===== src/rtl/branch_predictor_pkg.sv =====
// rtl/branch_predictor_pkg.sv - BHT counter type, saturating update and SB-immediate extension
package branch_predictor_pkg;

  typedef enum logic [1:0] {
    STRONG_NT = 2'b00,
    WEAK_NT   = 2'b01,
    WEAK_T    = 2'b10,
    STRONG_T  = 2'b11
  } bht_ctr_t;

  localparam bht_ctr_t BHT_CTR_RESET = WEAK_NT;

  function automatic bht_ctr_t sat_update(bht_ctr_t ctr, logic taken);
    if (taken) begin
      return (ctr == STRONG_T) ? STRONG_T : bht_ctr_t'(ctr + 2'd1);
    end
    return (ctr == STRONG_NT) ? STRONG_NT : bht_ctr_t'(ctr - 2'd1);
  endfunction

  function automatic logic [31:0] sext_sb(logic [12:0] imm);
    return {{19{imm[12]}}, imm};
  endfunction

endpackage


===== src/rtl/bht_predictor_if.sv =====
// rtl/bht_predictor_if.sv - fetch-side predictor access and execute-side update bundle
interface bht_predictor_if;

  logic [31:0] current_pc;
  logic        is_branch;
  logic        is_rv32c;
  logic [12:0] imm_sb;

  logic        update_predictor;
  logic [31:0] pc_to_update;
  logic        branch_result;
  logic        prediction;
  logic [31:0] update_addr;
  logic        direction;

  logic        predict_taken;
  logic [31:0] target_addr;

  modport fetch (
    output current_pc, is_branch, is_rv32c, imm_sb,
    output update_predictor, pc_to_update, branch_result,
    output prediction, update_addr, direction,
    input  predict_taken, target_addr
  );

  modport predictor (
    input  current_pc, is_branch, is_rv32c, imm_sb,
    input  update_predictor, pc_to_update, branch_result,
    input  prediction, update_addr, direction,
    output predict_taken, target_addr
  );

endinterface


===== src/rtl/bht_array.sv =====
// rtl/bht_array.sv - 2-bit counter storage: two async read ports, one sync write port
module bht_array
  import branch_predictor_pkg::*;
#(
  parameter int IDX_BITS = 7
) (
  input  logic                CLK,
  input  logic                nRST,
  input  logic [IDX_BITS-1:0] pidx,
  output bht_ctr_t            pdata,
  input  logic [IDX_BITS-1:0] uidx,
  output bht_ctr_t            udata,
  input  logic                we,
  input  logic [IDX_BITS-1:0] widx,
  input  bht_ctr_t            wdata
);

  localparam int ENTRIES = 1 << IDX_BITS;

  bht_ctr_t mem [ENTRIES];

  always_ff @(posedge CLK or negedge nRST) begin
    if (!nRST) begin
      for (int i = 0; i < ENTRIES; i++) begin
        mem[i] <= BHT_CTR_RESET;
      end
    end else if (we) begin
      mem[widx] <= wdata;
    end
  end

  assign pdata = mem[pidx];
  assign udata = mem[uidx];

endmodule


===== src/rtl/bht_predictor.sv =====
// rtl/bht_predictor.sv - BHT direction/target predictor with forwarding update stage
// Optional gshare indexing is enabled by defining BHT_GSHARE_EN.
module bht_predictor
  import branch_predictor_pkg::*;
#(
  parameter int IDX_BITS = 7,
  parameter int GHR_BITS = 7
) (
  input  logic                 CLK,
  input  logic                 nRST,
  bht_predictor_if.predictor   bp
);

  logic [IDX_BITS-1:0] hist;
  logic [IDX_BITS-1:0] pidx;
  logic [IDX_BITS-1:0] uidx;

`ifdef BHT_GSHARE_EN
  logic [GHR_BITS-1:0] ghr;

  always_ff @(posedge CLK or negedge nRST) begin
    if (!nRST) begin
      ghr <= '0;
    end else if (bp.update_predictor) begin
      ghr <= (ghr << 1) | GHR_BITS'(bp.branch_result);
    end
  end

  assign hist = IDX_BITS'(ghr);
`else
  logic [GHR_BITS-1:0] unused_ghr_shape;
  assign unused_ghr_shape = '0;
  assign hist = '0;
`endif

  assign pidx = bp.current_pc[IDX_BITS:1] ^ hist;
  assign uidx = bp.pc_to_update[IDX_BITS:1] ^ hist;

  logic                stg_valid;
  logic [IDX_BITS-1:0] stg_idx;
  bht_ctr_t            stg_ctr;

  bht_ctr_t arr_pdata;
  bht_ctr_t arr_udata;

  bht_array #(
    .IDX_BITS (IDX_BITS)
  ) u_array (
    .CLK   (CLK),
    .nRST  (nRST),
    .pidx  (pidx),
    .pdata (arr_pdata),
    .uidx  (uidx),
    .udata (arr_udata),
    .we    (stg_valid),
    .widx  (stg_idx),
    .wdata (stg_ctr)
  );

  // The stage holds the newest value for its index until the array write lands.
  bht_ctr_t p_ctr;
  bht_ctr_t u_old;

  assign p_ctr = (stg_valid && (stg_idx == pidx)) ? stg_ctr : arr_pdata;
  assign u_old = (stg_valid && (stg_idx == uidx)) ? stg_ctr : arr_udata;

  always_ff @(posedge CLK or negedge nRST) begin
    if (!nRST) begin
      stg_valid <= 1'b0;
      stg_idx   <= '0;
      stg_ctr   <= BHT_CTR_RESET;
    end else if (bp.update_predictor) begin
      stg_valid <= 1'b1;
      stg_idx   <= uidx;
      stg_ctr   <= sat_update(u_old, bp.branch_result);
    end else begin
      stg_valid <= 1'b0;
    end
  end

  assign bp.predict_taken = bp.is_branch & p_ctr[1];
  assign bp.target_addr   = bp.current_pc + sext_sb(bp.imm_sb);

  logic unused_inputs;
  assign unused_inputs = ^{bp.is_rv32c, bp.prediction, bp.update_addr, bp.direction,
                           bp.pc_to_update};

endmodule


===== src/flat_wrapper.sv =====
// flat-port wrapper written by rule: the top's interface ports become plain ports
module bht_predictor_flat import branch_predictor_pkg::*;
#(
  parameter int IDX_BITS = 7,
  parameter int GHR_BITS = 7
)
  (CLK, nRST, bp_current_pc, bp_is_branch, bp_is_rv32c, bp_imm_sb, bp_update_predictor, bp_pc_to_update, bp_branch_result, bp_prediction, bp_update_addr, bp_direction, bp_predict_taken, bp_target_addr);
  bht_predictor_if bp_i ();
  input  logic CLK;
  input  logic nRST;
  input wire logic [$bits(bp_i.current_pc)-1:0] bp_current_pc;
  input wire logic [$bits(bp_i.is_branch)-1:0] bp_is_branch;
  input wire logic [$bits(bp_i.is_rv32c)-1:0] bp_is_rv32c;
  input wire logic [$bits(bp_i.imm_sb)-1:0] bp_imm_sb;
  input wire logic [$bits(bp_i.update_predictor)-1:0] bp_update_predictor;
  input wire logic [$bits(bp_i.pc_to_update)-1:0] bp_pc_to_update;
  input wire logic [$bits(bp_i.branch_result)-1:0] bp_branch_result;
  input wire logic [$bits(bp_i.prediction)-1:0] bp_prediction;
  input wire logic [$bits(bp_i.update_addr)-1:0] bp_update_addr;
  input wire logic [$bits(bp_i.direction)-1:0] bp_direction;
  output wire logic [$bits(bp_i.predict_taken)-1:0] bp_predict_taken;
  output wire logic [$bits(bp_i.target_addr)-1:0] bp_target_addr;
  assign bp_i.current_pc = bp_current_pc;
  assign bp_i.is_branch = bp_is_branch;
  assign bp_i.is_rv32c = bp_is_rv32c;
  assign bp_i.imm_sb = bp_imm_sb;
  assign bp_i.update_predictor = bp_update_predictor;
  assign bp_i.pc_to_update = bp_pc_to_update;
  assign bp_i.branch_result = bp_branch_result;
  assign bp_i.prediction = bp_prediction;
  assign bp_i.update_addr = bp_update_addr;
  assign bp_i.direction = bp_direction;
  assign bp_predict_taken = bp_i.predict_taken;
  assign bp_target_addr = bp_i.target_addr;
  bht_predictor #(.IDX_BITS(IDX_BITS), .GHR_BITS(GHR_BITS)) u_core (.CLK(CLK), .nRST(nRST), .bp(bp_i));
endmodule

===== config.mk =====
export PLATFORM = sky130hd
export DESIGN_NAME = bht_predictor_flat
export DESIGN_NICKNAME = d
export VERILOG_FILES = /design/src/rtl/branch_predictor_pkg.sv /design/src/rtl/bht_predictor_if.sv /design/src/rtl/bht_array.sv /design/src/rtl/bht_predictor.sv /design/src/flat_wrapper.sv
export SDC_FILE = /design/constraint.sdc
export NUM_CORES = 1
export LEC_CHECK = 0
export BUFFER_PORTS_ARGS = -buffer_cell sky130_fd_sc_hd__buf_2
export CELL_PAD_IN_SITES_DETAIL_PLACEMENT = 1
export CELL_PAD_IN_SITES_GLOBAL_PLACEMENT = 1
export CORE_ASPECT_RATIO = 1.25
export CORE_UTILIZATION = 51
export CTS_BUF_LIST = sky130_fd_sc_hd__clkbuf_8
export DETAILED_ROUTE_END_ITERATION = 16
export HOLD_SLACK_MARGIN = 0.06
export PLACE_DENSITY_LB_ADDON = 0.1
export SLEW_MARGIN = 20
export SYNTH_ARGS = -nofsm -noshare
export SYNTH_HDL_FRONTEND = slang
export SYNTH_HIERARCHICAL = 1
export SYNTH_SLANG_ARGS = --single-unit

===== constraint.sdc =====
create_clock -name CLK -period 4 [get_ports CLK]
set_clock_uncertainty 0.15 [all_clocks]
set_input_delay 0 -clock CLK [delete_from_list [all_inputs] [get_ports CLK]]
set_output_delay 0 -clock CLK [all_outputs]
set_load 0.01 [all_outputs]

==> impl_metrics.toml <==
[placement]
place_inst = 1711
routabilityCongestion = 0.8684
io_buffers = 89
dp_hpwl_mm = 30.77

[finish]
fillers = 3093
finalNonFillerCells = 1804
antenna_cells = 0
num-nets-final = 1515
area.growth.synth_to_final_pct = 11.72
drive_gt1_frac = 0.4868

[grt]
antenna_found_initial = 0
grt_use_total = 0.2926
grt_pass1_wl_mm = 71.01
grt_pass1_vias = 12140
grt_max_degree = 88
grt-ovfl-total = 0

[critical_path]
crit_path_cell_trace = "mux4_2 -> mux4_2 -> o22ai_1 -> nor3_1 -> or4_1 -> mux2i_1 -> nor2b_1 -> buf_2"
critPathKind = "reg -> out"
crit_cells = 8
r2r_cells = 8
critPathCaptureType = "output port"
required_ps = 3850
path_buf_inv = 1
cp_slowest_cell = "mux4_2"
worstPathArrival_ps = 3390
cpPeakStageDelay_ps = 530
crit_family = "multiplexers"
reg2reg_setup_slack_ps = 630
critPathLaunchType = "flip-flop"
cp_common_cell = "mux4_2"
crit_path_max_fanout = 3

[cts]
clk_latency_ps = 580
cts_tree = "done"
clk_pin_slew_ps = 60
cts_buffers = 45
cts_buffer_depth = 3
clock-sinks = 266
root_buffer = "clkbuf_8"
htree_levels = 2

[logic_synthesis]
yosys_warnings = 6
synth_nets = 1435
avgSynthCellArea_sq_um = 12.37
synth_area_sq_mm = 0.01591
netlist_instances = 1286

[route]
vias_per_cell = 6.209
drtAntennaViolNets = 0
routedWlPerCell_um = 25.08
drt_pass1_iterations = 5
drc_errors = 0
routed_wl_mm = 45.24
drt_iter0_markers = 591
vias = 11200

[sta]
tightest_slew_ps = 1055
min_period_over_period = 0.8861
max_freq_ghz = 0.2821
drv_slew = 0
rsz0062_at_grt = "false"
finalCriticalPeriod_ps = 3544
relSlewSlack = 0.2908
hold_viol_final = 0
fin_tns_setup_ps = 0
setup_viol = 0

[run]
max_cap_viol_count = 0

[floorplan]
die_h_um = 199.5
start_util = 0.5238
rows = 71
dieArea_sq_mm = 0.03192
die_w_um = 160.0
io-pin-count = 150
coreArea_sq_mm = 0.03038

[hold_path]
hp-class = "in -> async"

[power]
powerDensity_mw_per_mm2 = 426.1
worst_ir_drop_vdd_v = 0.0003415
p_leak_nw = 7.849

[run_status]
outcome = "finished clean"
[worst paths after layout]
| path | startpoint | end |
|---|---|---|
| min reg2reg | u_core/u_array/mem[49] | u_core/u_array/mem[49] |
| min in group CLK | bp_update_predictor | u_core/stg_valid |
| max | u_core/u_array/mem[147] | bp_predict_taken |
| max reg2reg | u_core/u_array/mem[21] | u_core/stg_ctr[0] |
| max in group asynchronous | nRST | u_core/u_array/mem[150] |
| min | nRST | u_core/u_array/mem[14] |
[area by class of cell]
cell class                      instances  area [sq um]  share of cell area
Clock buffer                           54         743.2             0.04181
Inverter                               11         41.29            0.002323
Clock inverter                         30         192.7             0.01084
Sequential cell                       266          6825              0.3839
Multi-Input combinational cell        914          8632              0.4856
Timing Repair Buffer                  128         840.8             0.04730
Tap cell                              401         501.7             0.02822
[power breakdown]
group,internal [mW],switching [mW]
combinational,0.763,0.779
clock,1.37,1.15
sequential,3.18,0.328
total,5.31,2.26
[registers in the layout, summed over array words and instances, names as in the netlist]
| signal | count |
|---|---|
| u_core/stg_valid | 1 |
| u_core/stg_idx | 7 |
| u_core/u_array/mem | 256 |
| u_core/stg_ctr | 2 |
[per-layer routing]
metal / GRT usage / up-vias / part of all wire / routed length, um
li1: - / 4964 / - / -
met1: 0.3635 / 5858 / 0.40 / 18300
met2: 0.5216 / 286 / 0.53 / 23750
met3: 0.03508 / 93 / 0.038 / 1700
met4: 0.1132 / 0 / 0.033 / 1482
met5: 0 / - / 0 / 0
[cells in the final DEF (no fill, tap or decap), types with 16 or more instances in the layout]
master,count
mux2_2,278
mux4_2,72
dfrtp_1,136
buf_2,87
a21oi_1,40
a22oi_1,25
nand2_1,103
inv_1,27
a21o_1,16
dfstp_2,128
xor2_1,17
clkbuf_8,54
nor3_1,21
buf_4,27
nor2_1,75
mux2i_1,50
ha_1,31
xnor2_1,26
[per-stage QoR]
step           hold WS (ps)  utilization  cell area, sq um  power, mW  setup slack (ps)
6_report              129.6       0.5851             17780      7.574             455.8
3_5_place_dp          17.24       0.5508             16730      5.074             538.2
4_1_cts               105.2       0.5851             17780      7.651             452.2
2_1_floorplan        -445.6            -             15910      4.499             821.6
5_1_grt               115.7       0.5851             17780      7.925             363.9
3_3_place_gp          17.23       0.5508             16730      4.993             591.8
[timing repair]
item,4_1_cts,5_1_grt
hold buffers,9,0
endpoints found under the hold margin,163,0
gates resized for setup,0,0
buffers inserted,0,0
Power figures use the tool's default switching activity.
